## config.mk

```make
export PLATFORM = sky130hd
export DESIGN_NAME = decrypt_copy_engine
export DESIGN_NICKNAME = d
export VERILOG_FILES = /design/src/rtl/decrypt_copy_engine.sv
export SDC_FILE = /design/constraint.sdc
export NUM_CORES = 1
export LEC_CHECK = 0
export BUFFER_PORTS_ARGS = -buffer_cell sky130_fd_sc_hd__buf_4
export CAP_MARGIN = 40
export CORE_MARGIN = 5
export CORE_UTILIZATION = 50
export DETAILED_ROUTE_END_ITERATION = 12
export GPL_ROUTABILITY_DRIVEN = 0
export PLACE_DENSITY = 0.75
export SYNTH_ARGS = -nofsm -noshare
export SYNTH_HDL_FRONTEND = slang
export SYNTH_SLANG_ARGS = --single-unit
```

## constraint.sdc

```tcl
create_clock -name clk -period 5.3 [get_ports clk]
set_input_delay 1.06 -clock clk [delete_from_list [all_inputs] [get_ports clk]]
set_output_delay 1.06 -clock clk [all_outputs]
set_load 0.1 [all_outputs]
```

## src/rtl/decrypt_copy_engine.sv

```systemverilog
// decrypt_copy_engine
//   Copies count words from the encrypted region (reads at 0x400 + 4*i) to
//   the decrypted region (writes at 0x404 + 4*i), XORing each word with a
//   key latched at start. Each word takes three cycles: read request, read
//   wait (data captured), write. A one-cycle done pulse follows the last write.
//
// Ports
//   clk, rst          clock, asynchronous active-high reset
//   start             begin a job (accepted only in IDLE)
//   word_count, key   job operands, sampled with an accepted start
//   mem_rdata         read data, valid one cycle after the read address
//   mem_address       byte address to the memory-map decoder
//   mem_we, mem_wdata write strobe and data
//   busy              high whenever not IDLE
//   done              one-cycle completion pulse
//   words_done        words written in the current or last job
module decrypt_copy_engine #(
    parameter int N = 32
) (
    input  logic         clk,
    input  logic         rst,
    input  logic         start,
    input  logic [N-1:0] word_count,
    input  logic [N-1:0] key,
    input  logic [N-1:0] mem_rdata,
    output logic [N-1:0] mem_address,
    output logic         mem_we,
    output logic [N-1:0] mem_wdata,
    output logic         busy,
    output logic         done,
    output logic [N-1:0] words_done
);

    typedef enum logic [2:0] {
        IDLE,
        READ_REQ,
        READ_WAIT,
        WRITE,
        DONE
    } state_t;

    // Word capacity of the encrypted region; clamping here keeps every
    // address inside [0x400, 0x14000], so N-bit arithmetic can never wrap.
    localparam logic [N-1:0] MAX_WORDS = N'(32'h4F00);
    localparam logic [N-1:0] RD_BASE   = N'(32'h400);
    localparam logic [N-1:0] WR_BASE   = N'(32'h404);

    state_t       state_q, state_d;
    logic [N-1:0] i_q, i_d;
    logic [N-1:0] count_q, count_d;
    logic [N-1:0] key_q, key_d;
    logic [N-1:0] word_q, word_d;
    logic [N-1:0] words_done_q, words_done_d;

    logic [N-1:0] count_in;
    logic [N-1:0] offset;

    assign count_in = (word_count > MAX_WORDS) ? MAX_WORDS : word_count;
    assign offset   = {i_q[N-3:0], 2'b00};

    always_comb begin
        state_d      = state_q;
        i_d          = i_q;
        count_d      = count_q;
        key_d        = key_q;
        word_d       = word_q;
        words_done_d = words_done_q;
        mem_address  = '0;
        mem_we       = 1'b0;
        mem_wdata    = '0;
        done         = 1'b0;

        case (state_q)
            IDLE: begin
                if (start) begin
                    key_d        = key;
                    count_d      = count_in;
                    i_d          = '0;
                    words_done_d = '0;
                    state_d      = (count_in == '0) ? DONE : READ_REQ;
                end
            end
            READ_REQ: begin
                mem_address = RD_BASE + offset;
                state_d     = READ_WAIT;
            end
            READ_WAIT: begin
                // Address is held so the read data for it arrives this cycle.
                mem_address = RD_BASE + offset;
                word_d      = mem_rdata;
                state_d     = WRITE;
            end
            WRITE: begin
                mem_address  = WR_BASE + offset;
                mem_we       = 1'b1;
                mem_wdata    = word_q ^ key_q;
                i_d          = i_q + 1'b1;
                words_done_d = words_done_q + 1'b1;
                state_d      = (i_d == count_q) ? DONE : READ_REQ;
            end
            DONE: begin
                done    = 1'b1;
                state_d = IDLE;
            end
            default: state_d = IDLE;
        endcase
    end

    assign busy       = (state_q != IDLE);
    assign words_done = words_done_q;

    always_ff @(posedge clk or posedge rst) begin
        if (rst) begin
            state_q      <= IDLE;
            i_q          <= '0;
            count_q      <= '0;
            key_q        <= '0;
            word_q       <= '0;
            words_done_q <= '0;
        end else begin
            state_q      <= state_d;
            i_q          <= i_d;
            count_q      <= count_d;
            key_q        <= key_d;
            word_q       <= word_d;
            words_done_q <= words_done_d;
        end
    end

endmodule

```

==> results by group, run 1 <==
Status
  • Status: finished, final reports clean

Yosys
  • Syn Std Cell Area: 9203 sq um
  • Synth cell types: 56
  • Syn avg cell area: 8.593 sq um
  • Sequential share of the synthesized area: 44.32%
  • Post-Synth Simple-Gate Area: 24.35%
  • Post-synthesis xor/xnor area fraction: 7.995%
  • Synth Flop Type: dfrtp_1
  • Syn. warnings: 0
  • Largest family of logic cells by synthesized area: simple AND/OR/NAND/NOR gates
  • Most frequent cell after synthesis: nand2_1
  • Synth top cells by count: nand2_1, dfrtp_1, o21ai_0
  • Synth Register Bits: 163
  • Post-synthesis mux area share: 4.364%
  • Area leader, netlist: dfrtp_1
  • Compound-Gate Fraction of Synth Area: 14.59%
  • Mapped Cells: roughly 1.1k
  • Synth top area cells: dfrtp_1, nand2_1, xnor2_1
  • Adder-cell share of the synthesized area: 0.5438%
  • Fraction of registers with async set/reset: 100.0%
  • Post-synth EDFFs: 0
  • Post-synth top area share: between 40 and 50%

Setup path
  • R2R cell count: 8
  • Flop-to-flop setup slack: between 1.5 and 2 ns
  • CP cell instances: ha_1 > nand4_1 > nor2_1 > buf_4 > a21oi_1 > nor2_1 > nand3_1 > o22ai_1 > a21oi_1 > a31oi_1 > buf_4
  • Req. time, crit path: around 4.2 ns
  • Slowest stage delay, CP: between 0.4 and 0.5 ns
  • Crit Path Class: reg2out
  • Stages on the worst setup path: 11
  • Startpoint types: register
  • Buffers & Inverters on Critical Path: 2
  • CP arrival: 3.24 ns
  • Worst R2R Start: i_q[8]$_DFFE_PP0P_
  • Cell family with most CP delay: simple AND/OR/NAND/NOR gates
  • FF-to-FF End: state_q[0]$_DFFE_PP0P_
  • Crit end category: output pin
  • Critical path peak fanout: 10
  • Critical Path Slowest Stage Cell: dfrtp_1

Min path
  • Hold path start: words_done[31]$_DFFE_PP0P_
  • End point of the worst hold path: words_done[31]$_DFFE_PP0P_
  • Hold Path Stages: 1
  • Worst hold-check path type: reg2reg

Clocking
  • Clk_lat worst skew: between 0.4 and 0.5 ns
  • H-tree depth: 4
  • Post-CTS Resized: 0
  • Clk root buf: clkbuf_16
  • CTS tree: yes
  • CTS sink count: between 150 and 200
  • Hold buffer count at cts: 0
  • Total CTS buffers: 17
  • Clock transition at path regs: about 0.070 ns
  • Clock Tree Buf Depth: 2
  • Post-CTS Setup Bufs: 0

Timing
  • Fin crit period: 4.296 ns
  • Final hold slack: 0.4938 ns
  • RSZ-0062 raised after global routing: false
  • Final TNS setup: 0 ns
  • Worst-margin pin slew: 0.8534 ns
  • Final setup skew: 0.01069 ns
  • Slew headroom: 43.05%
  • Final hold vios: 0
  • # setup viols final: 0
  • Max-slew violation count: 0
  • Fmax: 232.8 MHz
  • Tcrit/Tclk final: 81.05%

Placed design
  • Post-Place Cells: around 1.4k
  • IO Port Bufs: a little under 200
  • Detailed-placement wirelength estimate: 19030 microns

GRT
  • GRT Overall Usage: 25.02%
  • First-pass GRT wire length: ~44000 microns
  • Vias in the first global route: ~8.6k
  • Initial antenna violation count: 0
  • Gr ovfl total: 0
  • Largest net degree at the start of global routing: 150

Layout
  • Area Growth Syn to Fin: 23.26%
  • Fin nets: 1327
  • Share of cells above drive strength 1: 22.80%
  • Final core utilization: 62.93%
  • Cell Count, Final, Fillers Out: 1466
  • Ant. Diodes: 0

Detailed routing
  • DR iter-0 viols: 700
  • WL/cell: around 18 microns
  • Vias: 8436
  • DR DRC count: 0
  • Routed WL: 26340 microns
  • Drt pass-1 iters: 5
  • DRT antenna net count: 0
  • Vias per cell: ~5.8

Job
  • MaxCap Viol Count: 0

Power and ir drop
  • Worst VDD drop: 0.0006836 V
  • Power Density: 612.0 nW/um^2
  • Leakage power: 5.161 nW
  • Comb power frac: 55.6%
  • Sw frac: between 50% and 60%
  • Sequential share of power: 27.2%
  • Clock Power Share: 17.1%
  • Internal power: 3.246 mW
  • Net Switching: 3.696 mW

Floorplan
  • FP Rows: 49
  • CORE AREA: 18020 sq um
  • Starting Density: 51.06%
  • Top-Level Pins: 198
  • Die area: 21220 sq um
  • Die width: around 150 microns
  • Vert. Die Dim: 145.7 microns
layer usage:
layer | up-vias | GRT usage (%) | part of all wire [%]
met1 | 3995 | 31.96 | 42
met4 | 0 | 8.256 | 2.3
met5 | - | 0 | 0
met2 | 357 | 39.88 | 47
li1 | 4036 | - | -
met3 | 48 | 8.751 | 9.3
worst reg2reg max path: cells and delay by family (launching register included):
kind	cells	cell delay, ns
AND/OR/NAND/NOR	4	1.85
AO/OA/AOI/OAI	3	0.69
flip-flops	1	0.64
adder cells (fa/ha/maj)	1	0.36
per-stage QoR:
stage / power (mW) / cell area, sq um / setup WS, ns
final: 6.942 / 11340 / 1.004
after global placement: 5.694 / 10730 / 1.536
after floorplan: 4.898 / 9210 / 0.1970
after global routing: 7.299 / 11340 / 0.7543
after detailed placement: 5.773 / 10780 / 1.464
after CTS: 6.976 / 11340 / 0.9931
layout make-up:
type	instances	area, sq um
Clock inverter	13	126.4
Inverter	7	30.03
Tap cell	229	286.5
Fill cell	1564	6681
Timing Repair Buffer	207	1599
Sequential cell	163	4079
Multi-Input combinational cell	828	4790
Clock buffer	19	432.9
layout by cell type (no fill, tap or decap), drive strengths merged, types with 4 or more instances in the layout:
cell      Yosys  layout
a21oi        40      40
a22o          4       4
a22oi         5       5
a31oi        12      12
and2         25      25
and3         13      13
and4         12      12
buf          24     207
clkbuf       50      19
clkinv        2       7
clkinvlp      0       4
dfrtp       163     163
ha            4       4
inv           5       8
mux2         33      33
nand2       210     210
nand3        48      48
nand4        22      22
nor2         90      90
nor3         17      17
nor3b         6       6
nor4         12      12
o211ai        6       6
o21ai       110     110
o22ai         8       8
o31ai        23      23
or4           7       7
xnor2        63      63
xor2         21      21
sequential cells by signal, summed over array words and instances, names as in the netlist:
name,count
i_q,32
words_done,32
key_q,32
count_q,32
state_q,3
word_q,32
logic make-up after synthesis:
group / count (synthesis)
mux: 36
compound gates: 229
buf+inv: 81
flops: 163
fa+ha+maj: 4
other cells: 1
simple gates: 473
xor+xnor: 84
how the worst max path moves through the flow:
stage / start / slack (ns) / to
after global routing: i_q[0]$_DFFE_PP0P_ / 0.75 / mem_address[30]
final: i_q[0]$_DFFE_PP0P_ / 1.00 / mem_address[30]
after floorplan: i_q[1]$_DFFE_PP0P_ / 0.20 / mem_address[22]
after detailed placement: i_q[0]$_DFFE_PP0P_ / 1.46 / mem_address[30]
after global placement: i_q[0]$_DFFE_PP0P_ / 1.54 / mem_address[30]
after CTS: i_q[0]$_DFFE_PP0P_ / 0.99 / mem_address[30]
power groups by stage:
stage,Sequential [mW],Clock [mW],Combinational (mW)
2_1_floorplan,2.27,0,2.63
3_3_place_gp,1.89,0,3.80
3_5_place_dp,1.91,0,3.87
4_1_cts,1.89,1.21,3.88
5_1_grt,1.94,1.27,4.09
6_report,1.89,1.19,3.86
(Power assumes the default switching activity.)
==> run 2, diff against run 1 <==
--- a/config.mk
+++ b/config.mk
@@ -8,10 +8,10 @@
 export BUFFER_PORTS_ARGS = -buffer_cell sky130_fd_sc_hd__buf_4
 export CAP_MARGIN = 40
 export CORE_MARGIN = 5
-export CORE_UTILIZATION = 50
+export CORE_UTILIZATION = 55
 export DETAILED_ROUTE_END_ITERATION = 12
 export GPL_ROUTABILITY_DRIVEN = 0
-export PLACE_DENSITY = 0.75
+export PLACE_DENSITY = 0.78
 export SYNTH_ARGS = -nofsm -noshare
 export SYNTH_HDL_FRONTEND = slang
 export SYNTH_SLANG_ARGS = --single-unit
==> constraint.sdc (replaced) <==
create_clock -name clk -period 4.3 [get_ports clk]
set_input_delay 0.86 -clock clk [delete_from_list [all_inputs] [get_ports clk]]
set_output_delay 0.86 -clock clk [all_outputs]
set_load 0.1 [all_outputs]
==> run 2 against run 1 <==
Against the previous run: non-clock buffer count increased by 2; total power increased by 26%; largest cell class unchanged; clock skew increased by 0.0063 ns; final area increased by 0.86%; cell count decreased by 0.48%; global-route usage increased by 2.4 points; core utilization increased by 6.3 points; sequential cell count unchanged.
==> results by group, run 2 (synthesized netlist as in run 1, its figures left out) <==
Status
  • Status: finished, final reports clean

Timing
  • # setup viols final: 0 (unchanged)
  • Final setup skew: 0.01704 ns (+0.006348 ns)
  • Tcrit/Tclk final: a little over nine tenths
  • RSZ-0062 raised after global routing: false
  • Fmax: 244.8 MHz
  • Slew headroom: 43.81% (+0.77 points)
  • Max-slew violation count: 0 (unchanged)
  • Worst-margin pin slew: 0.8363 ns (-0.01701 ns)
  • Final TNS setup: 0 ns (unchanged)
  • Final hold vios: 0 (unchanged)
  • Fin crit period: slightly above 4 ns

Detailed routing
  • DR iter-0 viols: 852 (+22%)
  • DR DRC count: 0 (unchanged)
  • Drt pass-1 iters: 5 (unchanged)
  • Routed WL: 26690 microns (+1.3%)
  • Vias per cell: 5.875 (+2.1%)
  • WL/cell: 18.29 microns (+1.8%)
  • DRT antenna net count: 0 (unchanged)
  • Vias: 8571 (+1.6%)

Floorplan
  • CORE AREA: 16520 sq um (-8.3%)
  • Top-Level Pins: 198 (unchanged)
  • Starting Density: 55.69% (+4.6 points)
  • Die width: 139.4 microns (-4.3%)
  • FP Rows: 47 (-4.1%)
  • Vert. Die Dim: 139.4 microns (-4.3%)
  • Die area: 19420 sq um (-8.5%)

Setup path
  • Crit Path Class: reg2out
  • Worst Setup EP: mem_address[30]
  • FF-to-FF End: state_q[0]$_DFFE_PP0P_
  • CP startpoint: i_q[0]$_DFFE_PP0P_
  • Flop-to-flop setup slack: 0.68 ns (-0.98 ns)
  • Crit end category: output pin
  • Worst R2R Start: i_q[9]$_DFFE_PP0P_
  • CP arrival: 3.22 ns (-0.02 ns)
  • R2R cell count: 8 (unchanged)
  • Critical Path Slowest Stage Cell: dfrtp_1
  • Slowest stage delay, CP: 0.51 ns (+0.04 ns)
  • Critical path peak fanout: 10 (unchanged)
  • Req. time, crit path: 3.44 ns (-0.80 ns)
  • Startpoint types: register
  • CP cell instances: ha_2 > nand4_1 > nor2_1 > buf_4 > a21oi_1 > nor2_1 > nand3_1 > o22ai_1 > a21oi_1 > a31oi_2 > buf_4

Layout
  • Filler Cells Inserted: 1296 (-17%)
  • Multi-input gate area: 4807 sq um (+0.37%)
  • Share of cells above drive strength 1: 23.41% (+0.61 points)
  • Reg area: 4079 sq um (unchanged)
  • Final core utilization: 69.24% (+6.3 points)
  • Commonest non-fill, non-tap cell in the layout: nand2_1
  • Most frequent cells in the layout: nand2_1, buf_4, dfrtp_1, o21ai_0, nor2_1
  • Fin nets: 1329 (+0.15%)
  • Area Growth Syn to Fin: 24.32%
  • Ant. Diodes: 0 (unchanged)

Power and ir drop
  • Leakage power: 5.217 nW (+1.1%)
  • Total power: 8.757 mW (+26%)
  • Worst VDD drop: 0.001034 V (+51%)
  • Power Density: 765.4 nW/um^2 (+25%)

GRT
  • GRT Overall Usage: 27.39% (+2.4 points)
  • Gr ovfl total: 0 (unchanged)
  • Largest net degree at the start of global routing: 104 (-31%)
  • Initial antenna violation count: 0 (unchanged)
  • First-pass GRT wire length: 43770 microns (-0.53%)
  • Vias in the first global route: 8355 (-2.5%)

Clocking
  • Clock transition at path regs: 0.07 ns (about the same)
  • Total CTS buffers: 17 (unchanged)
  • CTS tree: yes
  • Post-CTS Resized: 0 (unchanged)
  • Post-CTS Setup Bufs: 0 (unchanged)
  • CTS sink count: 163 (unchanged)
  • Clk_lat worst skew: 0.44 ns (about the same)
  • Hold buffer count at cts: 0 (unchanged)
  • H-tree depth: 4 (unchanged)
  • Clk root buf: clkbuf_16
  • Clock Tree Buf Depth: 2 (unchanged)

Placed design
  • IO Port Bufs: 195 (unchanged)
  • Detailed-placement wirelength estimate: 19020 microns (about the same)

Job
  • MaxCap Viol Count: 0 (unchanged)

Min path
  • Worst hold-check path type: reg2reg
==> run 2: area by class of cell <==
class | count | share of cell area (%)
Clock buffer | 18 | 3.839
Clock inverter | 14 | 1.783
Inverter | 7 | 0.2625
Multi-Input combinational cell | 828 | 42.02
Sequential cell | 163 | 35.65
Tap cell | 220 | 2.406
Timing Repair Buffer | 209 | 14.04
==> run 2: routing by layer <==
metal | GRT usage (%) | vias up | part of all wire, %
met5 | 0 | - | 0
met1 | 35.23 | 4092 | 40
met4 | 8.599 | 0 | 2.4
li1 | - | 4047 | -
met2 | 43.74 | 380 | 47
met3 | 9.571 | 52 | 10
==> run 2: power by group <==
part	internal, mW	leakage, nW	switching (mW)
registers	1.96	2.12	0.383
logic	1.24	2.78	3.53
clock network	0.997	0.314	0.652
==> run 2: worst min-delay path by stage <==
| stage | from | depth (start not counted) | endpoint |
|---|---|---|---|
| CTS | words_done[31]$_DFFE_PP0P_ | 1 | words_done[31]$_DFFE_PP0P_ |
| floorplan | state_q[2]$_DFFE_PP0P_ | 1 | state_q[0]$_DFFE_PP0P_ |
| global placement | words_done[31]$_DFFE_PP0P_ | 1 | words_done[31]$_DFFE_PP0P_ |
| detailed placement | words_done[31]$_DFFE_PP0P_ | 1 | words_done[31]$_DFFE_PP0P_ |
| finish | words_done[21]$_DFFE_PP0P_ | 1 | words_done[21]$_DFFE_PP0P_ |
| global route | key_q[4]$_DFFE_PP0P_ | 2 | key_q[4]$_DFFE_PP0P_ |
==> run 2: critical path: cells and delay by family (launching register included) <==
| kind | cells | cell delay (ns) |
|---|---|---|
| buffers and inverters | 2 | 0.49 |
| adder cells (fa/ha/maj) | 1 | 0.32 |
| AND/OR/NAND/NOR | 4 | 0.87 |
| flip-flops | 1 | 0.51 |
| AO/OA/AOI/OAI | 4 | 0.60 |
==> run 2: metrics by stage <==
step	setup WS [ns]	instances	cell area (sq um)	hold WS (ns)
detailed placement	0.6452	1427	10800	0.4788
floorplan	0.003917	1072	9225	0.4585
CTS	0.1782	1459	11440	0.4977
global placement	0.7815	1427	10800	0.4757
global route	0.001203	1459	11440	0.5146
finish	0.2151	1459	11440	0.4961
